`src/rtl/noc_demux2.sv`:
```
// ---------------------------------------------------------------------------
// noc_demux2 -- 1-to-2 packet demultiplexer with one FIFO per output port.
//
// One input stream is steered packet by packet to port 1 (in_select = 0) or
// port 2 (in_select = 1). Each port buffers packets in its own FIFO, so a
// stalled consumer on one port does not block traffic to the other port.
//
// Ports
//   clk                     single clock, all state on posedge
//   reset                   asynchronous, active-low
//   in_data/in_select       input packet and its destination port
//   in_valid/in_ready       input handshake; in_ready = ~full of selected FIFO
//   outN_data/outN_valid    head packet of port-N FIFO (data is 0 when empty)
//   outN_ready              port-N consumer takes the head at posedge
//   outN_count              packets accepted for port N, wraps silently
// ---------------------------------------------------------------------------

// Per-port FIFO: wrap-bit pointers, head masked to 0 while empty, and a
// counter of accepted pushes.
module noc_demux2_fifo #(
   parameter int W     = 4,
   parameter int DEPTH = 2,
   parameter int CW    = 8
) (
   input  logic          clk,
   input  logic          reset,
   input  logic          push,
   input  logic [W-1:0]  push_data,
   input  logic          pop,
   output logic          full,
   output logic          head_valid,
   output logic [W-1:0]  head_data,
   output logic [CW-1:0] count
);
   localparam int AW = $clog2(DEPTH);

   logic [DEPTH-1:0][W-1:0] mem;
   logic [AW:0]             wr_ptr, rd_ptr;
   logic                    empty, do_push, do_pop;

   assign empty = (wr_ptr == rd_ptr);
   assign full  = (wr_ptr[AW-1:0] == rd_ptr[AW-1:0]) && (wr_ptr[AW] != rd_ptr[AW]);

   // Push is refused when full even if a pop happens the same cycle.
   assign do_push = push && !full;
   assign do_pop  = pop && !empty;

   assign head_valid = !empty;
   assign head_data  = empty ? '0 : mem[rd_ptr[AW-1:0]];

   always_ff @(posedge clk or negedge reset) begin
      if (!reset) begin
         mem    <= '0;
         wr_ptr <= '0;
         rd_ptr <= '0;
         count  <= '0;
      end else begin
         if (do_push) begin
            mem[wr_ptr[AW-1:0]] <= push_data;
            wr_ptr              <= wr_ptr + 1'b1;
            count               <= count + 1'b1;
         end
         if (do_pop)
            rd_ptr <= rd_ptr + 1'b1;
      end
   end
endmodule

module noc_demux2 #(
   parameter int DATA_PACKET_SIZE = 4,
   parameter int FIFO_DEPTH       = 2,
   parameter int COUNT_WIDTH      = 8
) (
   input  logic                        clk,
   input  logic                        reset,
   input  logic [DATA_PACKET_SIZE-1:0] in_data,
   input  logic                        in_select,
   input  logic                        in_valid,
   output logic                        in_ready,
   output logic [DATA_PACKET_SIZE-1:0] out1_data,
   output logic                        out1_valid,
   input  logic                        out1_ready,
   output logic [DATA_PACKET_SIZE-1:0] out2_data,
   output logic                        out2_valid,
   input  logic                        out2_ready,
   output logic [COUNT_WIDTH-1:0]      out1_count,
   output logic [COUNT_WIDTH-1:0]      out2_count
);
   localparam int NUM_PORTS = 2;

   logic [NUM_PORTS-1:0]                       push, pop, full, valid, ready;
   logic [NUM_PORTS-1:0][DATA_PACKET_SIZE-1:0] head;
   logic [NUM_PORTS-1:0][COUNT_WIDTH-1:0]      cnt;

   // Combinational: depends only on the addressed FIFO, not on in_valid
   // or on the same-cycle consumer ready.
   assign in_ready = in_select ? !full[1] : !full[0];

   assign ready = {out2_ready, out1_ready};

   for (genvar p = 0; p < NUM_PORTS; p++) begin : g_port
      assign push[p] = in_valid && in_ready && (in_select == 1'(p));
      assign pop[p]  = valid[p] && ready[p];

      noc_demux2_fifo #(
         .W     (DATA_PACKET_SIZE),
         .DEPTH (FIFO_DEPTH),
         .CW    (COUNT_WIDTH)
      ) u_fifo (
         .clk        (clk),
         .reset      (reset),
         .push       (push[p]),
         .push_data  (in_data),
         .pop        (pop[p]),
         .full       (full[p]),
         .head_valid (valid[p]),
         .head_data  (head[p]),
         .count      (cnt[p])
      );
   end

   assign out1_data  = head[0];
   assign out1_valid = valid[0];
   assign out1_count = cnt[0];
   assign out2_data  = head[1];
   assign out2_valid = valid[1];
   assign out2_count = cnt[1];

   // A request with an unknown destination cannot be routed.
   always @(posedge clk) begin
      if (reset && in_valid)
         assert (!$isunknown(in_select));
   end
endmodule

```
`config.mk`:
```
export PLATFORM = sky130hd
export DESIGN_NAME = noc_demux2
export DESIGN_NICKNAME = d
export VERILOG_FILES = /design/src/rtl/noc_demux2.sv
export SDC_FILE = /design/constraint.sdc
export NUM_CORES = 1
export LEC_CHECK = 0
export ABC_AREA = 1
export CORE_UTILIZATION = 56
export DETAILED_ROUTE_END_ITERATION = 12
export PLACE_DENSITY = 0.84
export SLEW_MARGIN = 25
export SYNTH_ARGS = -nofsm -noshare
export SYNTH_HDL_FRONTEND = slang
export SYNTH_SLANG_ARGS = --single-unit
```
`constraint.sdc`:
```
create_clock -name clk -period 4.2 [get_ports clk]
set_clock_uncertainty 0.15 [all_clocks]
set_input_delay 0.42 -clock clk [delete_from_list [all_inputs] [get_ports clk]]
set_output_delay 0.42 -clock clk [all_outputs]
set_load 0.05 [all_outputs]
```
=== Word level (Yosys, flattened, before mapping) ===
Cells that the tools add are included.

* $add $sub $neg: 6
* Multipliers: 0
* Div/mod/pow operators: 0
* Order comparisons: 6
* Eq/ne operators: 6
* Shift operators: 0
* Mux-type cells: 13
* Bitwise logic cells: 1
* Reductions and logical operators: 17

{| class="wikitable"
|+ Operators by type and width
! cell !! number
|-
| 4-bit 2-to-1 mux || 8
|-
| 8-bit by 1-bit adder with 8-bit output, second input constant || 2
|-
| 8-bit bitwise mux || 2
|-
| 1-bit logical AND || 13
|-
| 2-bit by 1-bit adder with 2-bit output, second input constant || 4
|-
| 4-bit demux with 1-bit select || 2
|-
| 1-bit by 2-bit < comparator with 1-bit output, second input constant || 4
|-
| 2-bit equality test || 2
|-
| 1-bit zero test || 4
|-
| 1-bit equality test || 2
|-
| 1-bit greater-or-equal comparator, second input constant || 2
|-
| 1-bit inequality test || 2
|-
| 1-bit 2-to-1 mux || 1
|-
| 1-bit inverter || 1
|}

* Flip-flop bits (word level): 40
* Latch bits: 0
* Bits in writable memories: 0
* ROM bits: 0
* Input port bits: 10
* Output and inout bits: 27
* Logic and storage cells: 59
* Memories: 0

=== Logic depth before layout (Yosys ltp) ===
Gate-level depths: netlist (run 1).

* Depth in word-level cells: 7
* Gate-level depth with buffers: 8
* Mapped depth without buffers: 8

=== Hierarchy ===
A second synthesis (run 1) with hierarchy kept.

* Cell total of the unflattened synthesis: 299
* Area, all modules: 2,301.0 um^2

{| class="wikitable"
|+ By module, submodules not included
! module !! instances !! cells an instance !! area an instance (um^2) !! seq. area each (um^2)
|-
| noc_demux2_fifo || 2 || 143 || 1,123.6 || 500.5
|-
| noc_demux2 || 1 || 13 || 53.8 || 0.0
|}

=== Worst setup path before layout (run 1) ===
Ideal clock, no wire load.

* Kind: register -> output
* From: register g_port[1].u_fifo.rd_ptr[0]
* To: output port out2_data[0]
* Data arrival time: 1,963 ps
* Required time: 3,630 ps
* Setup slack: 1,667 ps
* Stages on the path, launching flop included: 7
* Buffers on the path: 0
* Path through: dfrtp_1 inv_2 nand2_1 nand2_1 nand2_1 inv_1 a21oi_1

* Cells in the longest elaborated chain, start to end: 3
* Elaborated cells on any way between the ends: 4
* Those cells by class: 1 x eq/ne; 3 x mux

{| class="wikitable"
|+ RTL lines
! item !! RTL line !! source
|-
| start: declaration || 38 || <nowiki>logic [AW:0] wr_ptr, rd_ptr;</nowiki>
|-
| start signal: assignment || 64 || <nowiki>rd_ptr <= rd_ptr + 1'b1;</nowiki>
|-
| 4-bit 2-to-1 mux (not written as such) (2 in a row) || 49 || <nowiki>assign head_data = empty ? '0 : mem[rd_ptr[AW-1:0]];</nowiki>
|-
| 4-bit 2-to-1 mux (*) || 49 ||
|-
| end: declaration || 83 || <nowiki>output logic [DATA_PACKET_SIZE-1:0] out2_data,</nowiki>
|}

Mark *: on every way between the ends. The rest lies on a longest branch, timed or not. The select of a mux whose other input is x is not followed.

=== Final worst setup path (run 1) ===
* From: register g_port[0].u_fifo.rd_ptr[0]
* To: output port out1_data[3]

* Cells in the longest elaborated chain, start to end: 3
* Elaborated cells on any way between the ends: 4
* Those cells by class: 1 x eq/ne; 3 x mux

{| class="wikitable"
|+ RTL lines
! item !! RTL line !! source
|-
| start: declaration || 38 ||
|-
| start signal: assignment || 64 ||
|-
| 4-bit 2-to-1 mux (not written as such) (2 in a row) || 49 ||
|-
| 4-bit 2-to-1 mux (*) || 49 ||
|-
| end: declaration || 80 || <nowiki>output logic [DATA_PACKET_SIZE-1:0] out1_data,</nowiki>
|}

Marks and branches as above.

==> impl_metrics.csv, run 1 <==
group,metric,value,unit
sta,maxSlewHeadroom,42.3,%
setup_path,cp.arrival,2270,ps
setup_path,reg2reg_to,"g_port[0].u_fifo.mem[3]",
power,irDropWorstVdd,0.654,mV
clock_network,clockBufferDepth,2,
power,p_per_area,843,mW/mm^2
sta,worst_pin_slew,865,ps
routing,viasPerCell,5.12,
routing,drt_iter0_drc,82,
sta,finalSetupTns,0,ps
run_status,status,"finished, final reports clean",
routing,firstDrtPassIters,4,
floorplanning,start_util,59.9,%
clock_network,post_cts_buffers,0,
setup_path,cp-start-kind,"flip-flop",
sta,timing.final.crit_share,67.7,%
setup_path,cp_max_fo,7,
synth,synth_area_leaders,"dfrtp_1 49%, nand2_1 23%, inv_1 2.9%",
floorplanning,core,0.00342,sq mm
routing,drc_errors,0,
global_route,grt_pass1_wl,7110,um
cells_and_area,post-route-util,72.5,%
cells_and_area,drive_gt1_share,9.97,%
synth,ys_seq_area_share,48.9,%
floorplanning,rows,21,
routing,wirelength,3820,um
place,portBuffers,36,
routing,ant_nets,0,
setup_path,crit_path_end_kind,"primary output",
cells_and_area,nets,305,
global_route,grt_max_degree,41,
floorplanning,dieHeight,62.5,um
cells_and_area,nFillCells,263,
clock_network,cts-hold-fix-buffers,0,
sta,hold_violations,0,
global_route,overflow,0,
floorplanning,die_w,62.5,um
clock_network,cts_buffers,5,
sta,maxSlewViolCount,0,
global_route,grt_use_total,23.1,%
synth,yosys.area.top_type,"dfrtp_1",
clock_network,cts_resized,0,
sta,rsz0062_at_grt,"false",
min_path,min_path_type,"input pin to asynchronous set/reset pin",
sta,fmax,0.352,GHz
setup_path,path_class,"flip-flop to primary output",
clock_network,cts.sinks,40,
global_route,grt_pass1_vias,1669,
synth,synth_nets,264,
cells_and_area,synthToLayoutAreaGrowth,20.9,%
synth,netlist_area,0.00205,sq mm
sta,setup_viol,0,
clock_network,cts_tree,"done",
setup_path,regToRegSetupSlack,2550,ps
clock_network,htreeDepth,2,
synth,yosys_warnings,0,
synth,yosys_register_bits,40,
place,postPlaceCellArea,0.00244,sq mm
clock_network,clkLatencyLatePin,350,ps
sta,whs,20.9,ps
synth,synth_top_area_share,48.9,%
clock_network,cts.clk_slew.worst_paths,100,ps
floorplanning,ios,37,
setup_path,cp.required,3630,ps
synth,synthDistinctLibCells,20,
sta,fin_ws,1360,ps
place,post-dp-hpwl,2820,um
synth,synthCells,252,
routing,wl_per_cell,11.3,um
place,globalplace.congestion,0.810,
cells_and_area,stdcell_area,0.00247,sq mm
setup_path,timing.rr.start,"g_port[0].u_fifo.rd_ptr[0]",
clock_network,root_buffer,"clkbuf_4",
place,dp_slack,1550,ps
sta,min_period,2840,ps
synth,postSynthAreaPerCell,8.12,sq um
setup_path,ff2ff_path_depth,8,
power,p_leak,1.21,nW
floorplanning,dieArea,0.00390,sq mm
global_route,antenna_found_initial,0,
cells_and_area,diodes,0,
job,drv_cap,0,
routing,num_vias,1724,
[synthesized netlist by cell type]
cell type and count:
nand2_1 127, dfrtp_1 40, inv_1 16, a21oi_1 8
nand4_1 6, o21ai_0 6, o21ai_2 6, xnor2_1 6
xor2_1 6, inv_2 5, nand2_2 4, nand3_1 4
nor2_1 4, buf_6 2, ha_1 2, nand3_4 2
nand3b_1 2, nor2_2 2, nor2_4 2, xnor2_2 2
[registers in the layout, indices dropped and copies added (netlist names)]
signal                flops
g_port.u_fifo.count      16
g_port.u_fifo.mem        16
g_port.u_fifo.rd_ptr      4
g_port.u_fifo.wr_ptr      4
[through the flow]
stage,instances,power (mW)
global placement,332,1.90
detailed placement,332,1.93
floorplan,252,1.57
finish,337,2.09
CTS,337,2.10
global route,337,2.24
[placed cells by master, fill, tap and decap left out, types with 5 or more instances in the layout]
cell type / count
xnor2_1: 6
o21ai_2: 6
inv_1: 16
a21oi_1: 8
clkbuf_4: 5
xor2_1: 6
clkdlybuf4s50_1: 35
inv_2: 5
nand4_1: 6
o21ai_0: 6
dfrtp_1: 40
nand2_1: 127
[kinds of logic (layout without fill, tap and decap cells)]
family	count (synthesis)	in the layout	share of synthesized area (%)
adders and majority gates	2	2	1.22
DFF	40	40	48.9
and+or+nand+nor	153	153	32.2
xor gates and xnor gates	14	14	6.72
buffers and inverters	23	62	4.95
AOI/OAI and AO/OA	20	20	5.99
[layer usage]
layer | up-vias | global-route usage [%] | share of wire [%]
li1 | 868 | - | -
met1 | 796 | 29.8 | 45
met2 | 52 | 37.9 | 48
met3 | 8 | 5.66 | 4.8
met4 | 0 | 8.14 | 2.0
met5 | - | 0 | 0
[critical path, stage by stage (launching register included)]
cell             delay [ps]
dfrtp_1                 490
inv_2                   120
nand2_2                  80
nand2_2                  50
nand2_1                 120
inv_1                   100
a21oi_1                 150
clkdlybuf4s50_1         820
[cell type report]
class                      instances  area, sq um  share of cell area, %
sequential                        40         1000                   40.4
multi-input combinational        189          945                   38.2
timing repair buffer              36          355                   14.4
inverter                          21         78.8                   3.19
tap                               46         57.6                   2.33
clock buffer                       5         37.5                   1.52
[power breakdown]
part	switching [mW]	internal, mW	total (mW)
sequential	0.149	0.542	0.691
combinational	0.821	0.406	1.23
clock	0.112	0.0560	0.168
[worst max path at each step]
stage | end | depth (start not counted) | start | slack [ps]
floorplan | out2_data[0] | 6 | g_port[1].u_fifo.rd_ptr[0] | 1670
global placement | in_ready | 5 | in_select | 1550
detailed placement | in_ready | 5 | in_select | 1550
CTS | out1_data[3] | 7 | g_port[0].u_fifo.rd_ptr[0] | 1350
global route | out2_data[3] | 7 | g_port[1].u_fifo.rd_ptr[0] | 1190
finish | out1_data[3] | 7 | g_port[0].u_fifo.rd_ptr[0] | 1360
Note: power is estimated with default switching activity, not from simulation.
==> run 2, diff against run 1 <==
Settings changed: CORE_UTILIZATION 56 to 52, PLACE_DENSITY 0.84 to 0.79.
Clock period 4.2 ns to 2.7 ns, I/O delays scaled along.
==> run 2 against run 1 <==
Global-route usage shrank 1.4 points; hold slack gained 320 ps; sequential cell count unchanged; first-iteration DRC count is 54% higher; combinational power is 54% higher; design area rose by 3.1%; core utilization down 3.8 points; non-clock buffer count grew 1; final cell count up 1.8%; critical endpoint is now out1_data[2]; largest power group unchanged.
==> impl_metrics.csv, run 2 (synthesis gave the netlist of run 1 again) <==
group,metric,value,unit
clock_network,root_buffer,"clkbuf_8",
sta,finalSetupTns,0,ps
run_status,status,"finished, final reports clean",
power,p_comb_share,56.1,%
floorplanning,start_util,55.1,%
global_route,antenna_found_initial,0,
routing,wirelength,3830,um
routing,ant_nets,0,
global_route,grt_pass1_vias,1697,
cells_and_area,largestRegisters,"g_port.u_fifo.count x16, g_port.u_fifo.mem x16",
place,placed_cells,334,
sta,whs,338,ps
place,globalplace.congestion,0.814,
global_route,grt_use_total,21.8,%
sta,rsz0062_at_grt,"false",
cells_and_area,drive_gt1_share,10.5,%
setup_path,path_class,"flip-flop to primary output",
clock_network,cts.sinks,40,
global_route,grt_max_degree,41,
clock_network,clockBufferDepth,2,
global_route,grt_pass1_wl,6960,um
min_path,min_from,"g_port[0].u_fifo.mem[4]",
sta,hold_violations,0,
clock_network,cts_tree,"done",
routing,firstDrtPassIters,4,
sta,maxSlewViolCount,0,
floorplanning,core,0.00372,sq mm
sta,timing.final.crit_share,94.8,%
cells_and_area,nets,306,
power,p_leak,1.33,nW
power,p_per_area,1320,mW/mm^2
sta,maxSlewHeadroom,42.0,%
setup_path,cp_max_fo,7,
power,p_seq_share,31.9,%
floorplanning,die_w,64.7,um
setup_path,reg2reg_to,"g_port[1].u_fifo.count[3]",
cells_and_area,instances_no_fill,343,
floorplanning,ios,37,
global_route,overflow,0,
routing,wl_per_cell,11.2,um
routing,drc_errors,0,
cells_and_area,final_common_cell,"nand2_1",
min_path,whs_endpoint,"g_port[0].u_fifo.mem[4]",
power,p_sw,1.69,mW
power,irDropWorstVdd,0.732,mV
setup_path,regToRegSetupSlack,1070,ps
min_path,min_path_type,"flip-flop to flip-flop",
place,post-dp-hpwl,2910,um
place,portBuffers,36,
cells_and_area,diodes,0,
setup_path,timing.rr.start,"g_port[1].u_fifo.rd_ptr[0]",
clock_network,htreeDepth,2,
clock_network,cts_buffers,5,
sta,worst_pin_slew,870,ps
clock_network,cts.clk_slew.worst_paths,70,ps
cells_and_area,post-route-util,68.7,%
job,drv_cap,0,
setup_path,cp-start-kind,"flip-flop",
min_path,worstHoldPathCells,2,
setup_path,cp.required,2280,ps
floorplanning,rows,22,
routing,drt_iter0_drc,126,
routing,num_vias,1703,
clock_network,clkLatencyLatePin,290,ps
floorplanning,dieHeight,64.7,um
power,p_sw_share,50.2,%
sta,min_period,2560,ps
setup_path,cp.arrival,2140,ps
routing,viasPerCell,4.97,
floorplanning,dieArea,0.00419,sq mm
power,internal-power,1.68,mW
cells_and_area,final_cell_mix,"127 x nand2_1, 40 x dfrtp_1, 28 x clkdlybuf4s50_1, 16 x inv_1, 8 x a21oi_1",
power,power.clock.fraction,12.0,%
sta,fmax,0.391,GHz
setup_path,crit_path_end_kind,"primary output",
sta,setup_viol,0,
cells_and_area,synthToLayoutAreaGrowth,24.7,%
setup_path,ff2ff_path_depth,8,
[run 2: changes by cell type in the layout (fill, tap and decap cells not counted), sizes merged]
cell / change
clkbuf: +3
dlymetal6s2s: +6
buf: +1
dlygate4sd3: +1
clkdlybuf4s50: -7
[run 2: worst max-delay path: stages, from the launching register on]
cell	delay, ps
dfrtp_1	470
inv_2	110
nand2_2	80
nand2_2	60
nand2_1	110
inv_1	100
a21oi_1	120
clkdlybuf4s50_1	810
[run 2: stage by stage]
step / cell area (sq um) / worst slack [ps] / total power, mW
floorplan: 2050 / 317 / 2.44
global placement: 2440 / 453 / 2.96
detailed placement: 2440 / 426 / 3.00
CTS: 2540 / 90.9 / 3.41
global route: 2550 / 29.8 / 3.60
finish: 2550 / 141 / 3.37
[run 2: power by group through the flow]
stage | registers, mW | clock network [mW] | logic (mW)
5_1_grt | 1.11 | 0.434 | 2.06
2_1_floorplan | 1.29 | 0 | 1.15
3_5_place_dp | 1.09 | 0 | 1.91
3_3_place_gp | 1.08 | 0 | 1.88
4_1_cts | 1.08 | 0.414 | 1.92
6_report | 1.07 | 0.404 | 1.89
[run 2: metal layers]
| metal | wire length (um) | global-route usage, % | vias up | share of wire (%) |
|---|---|---|---|---|
| met2 | 1890 | 37.5 | 38 | 49 |
| met5 | 0 | 0 | - | 0 |
| li1 | - | - | 870 | - |
| met3 | 135 | 4.75 | 6 | 3.5 |
| met1 | 1750 | 25.5 | 789 | 46 |
| met4 | 53 | 10.3 | 0 | 1.4 |
[run 2: cell type report]
class | count | area [sq um]
clock buffers | 8 | 90.1
inverters | 21 | 78.8
well taps | 48 | 60.1
fillers | 306 | 1160
repair buffers | 37 | 378
multi-input cells | 189 | 945
flip-flops and latches | 40 | 1000
[run 2: timing repair]
item	in CTS	in global routing
endpoints found under the hold margin	40	0
buffers inserted	0	0
hold buffers	1	0
gates resized for setup	0	6
endpoints found under the setup margin	0	6
[run 2: worst max-delay path by stage]
stage	cells past startpoint	startpoint	slack, ps	end
2_1_floorplan	6	g_port[1].u_fifo.rd_ptr[0]	320	out2_data[0]
3_3_place_gp	7	g_port[1].u_fifo.rd_ptr[0]	450	out2_data[0]
3_5_place_dp	7	g_port[1].u_fifo.rd_ptr[0]	430	out2_data[2]
4_1_cts	7	g_port[1].u_fifo.rd_ptr[0]	90	out2_data[2]
5_1_grt	7	g_port[0].u_fifo.rd_ptr[0]	30	out1_data[2]
6_report	7	g_port[0].u_fifo.rd_ptr[0]	140	out1_data[2]
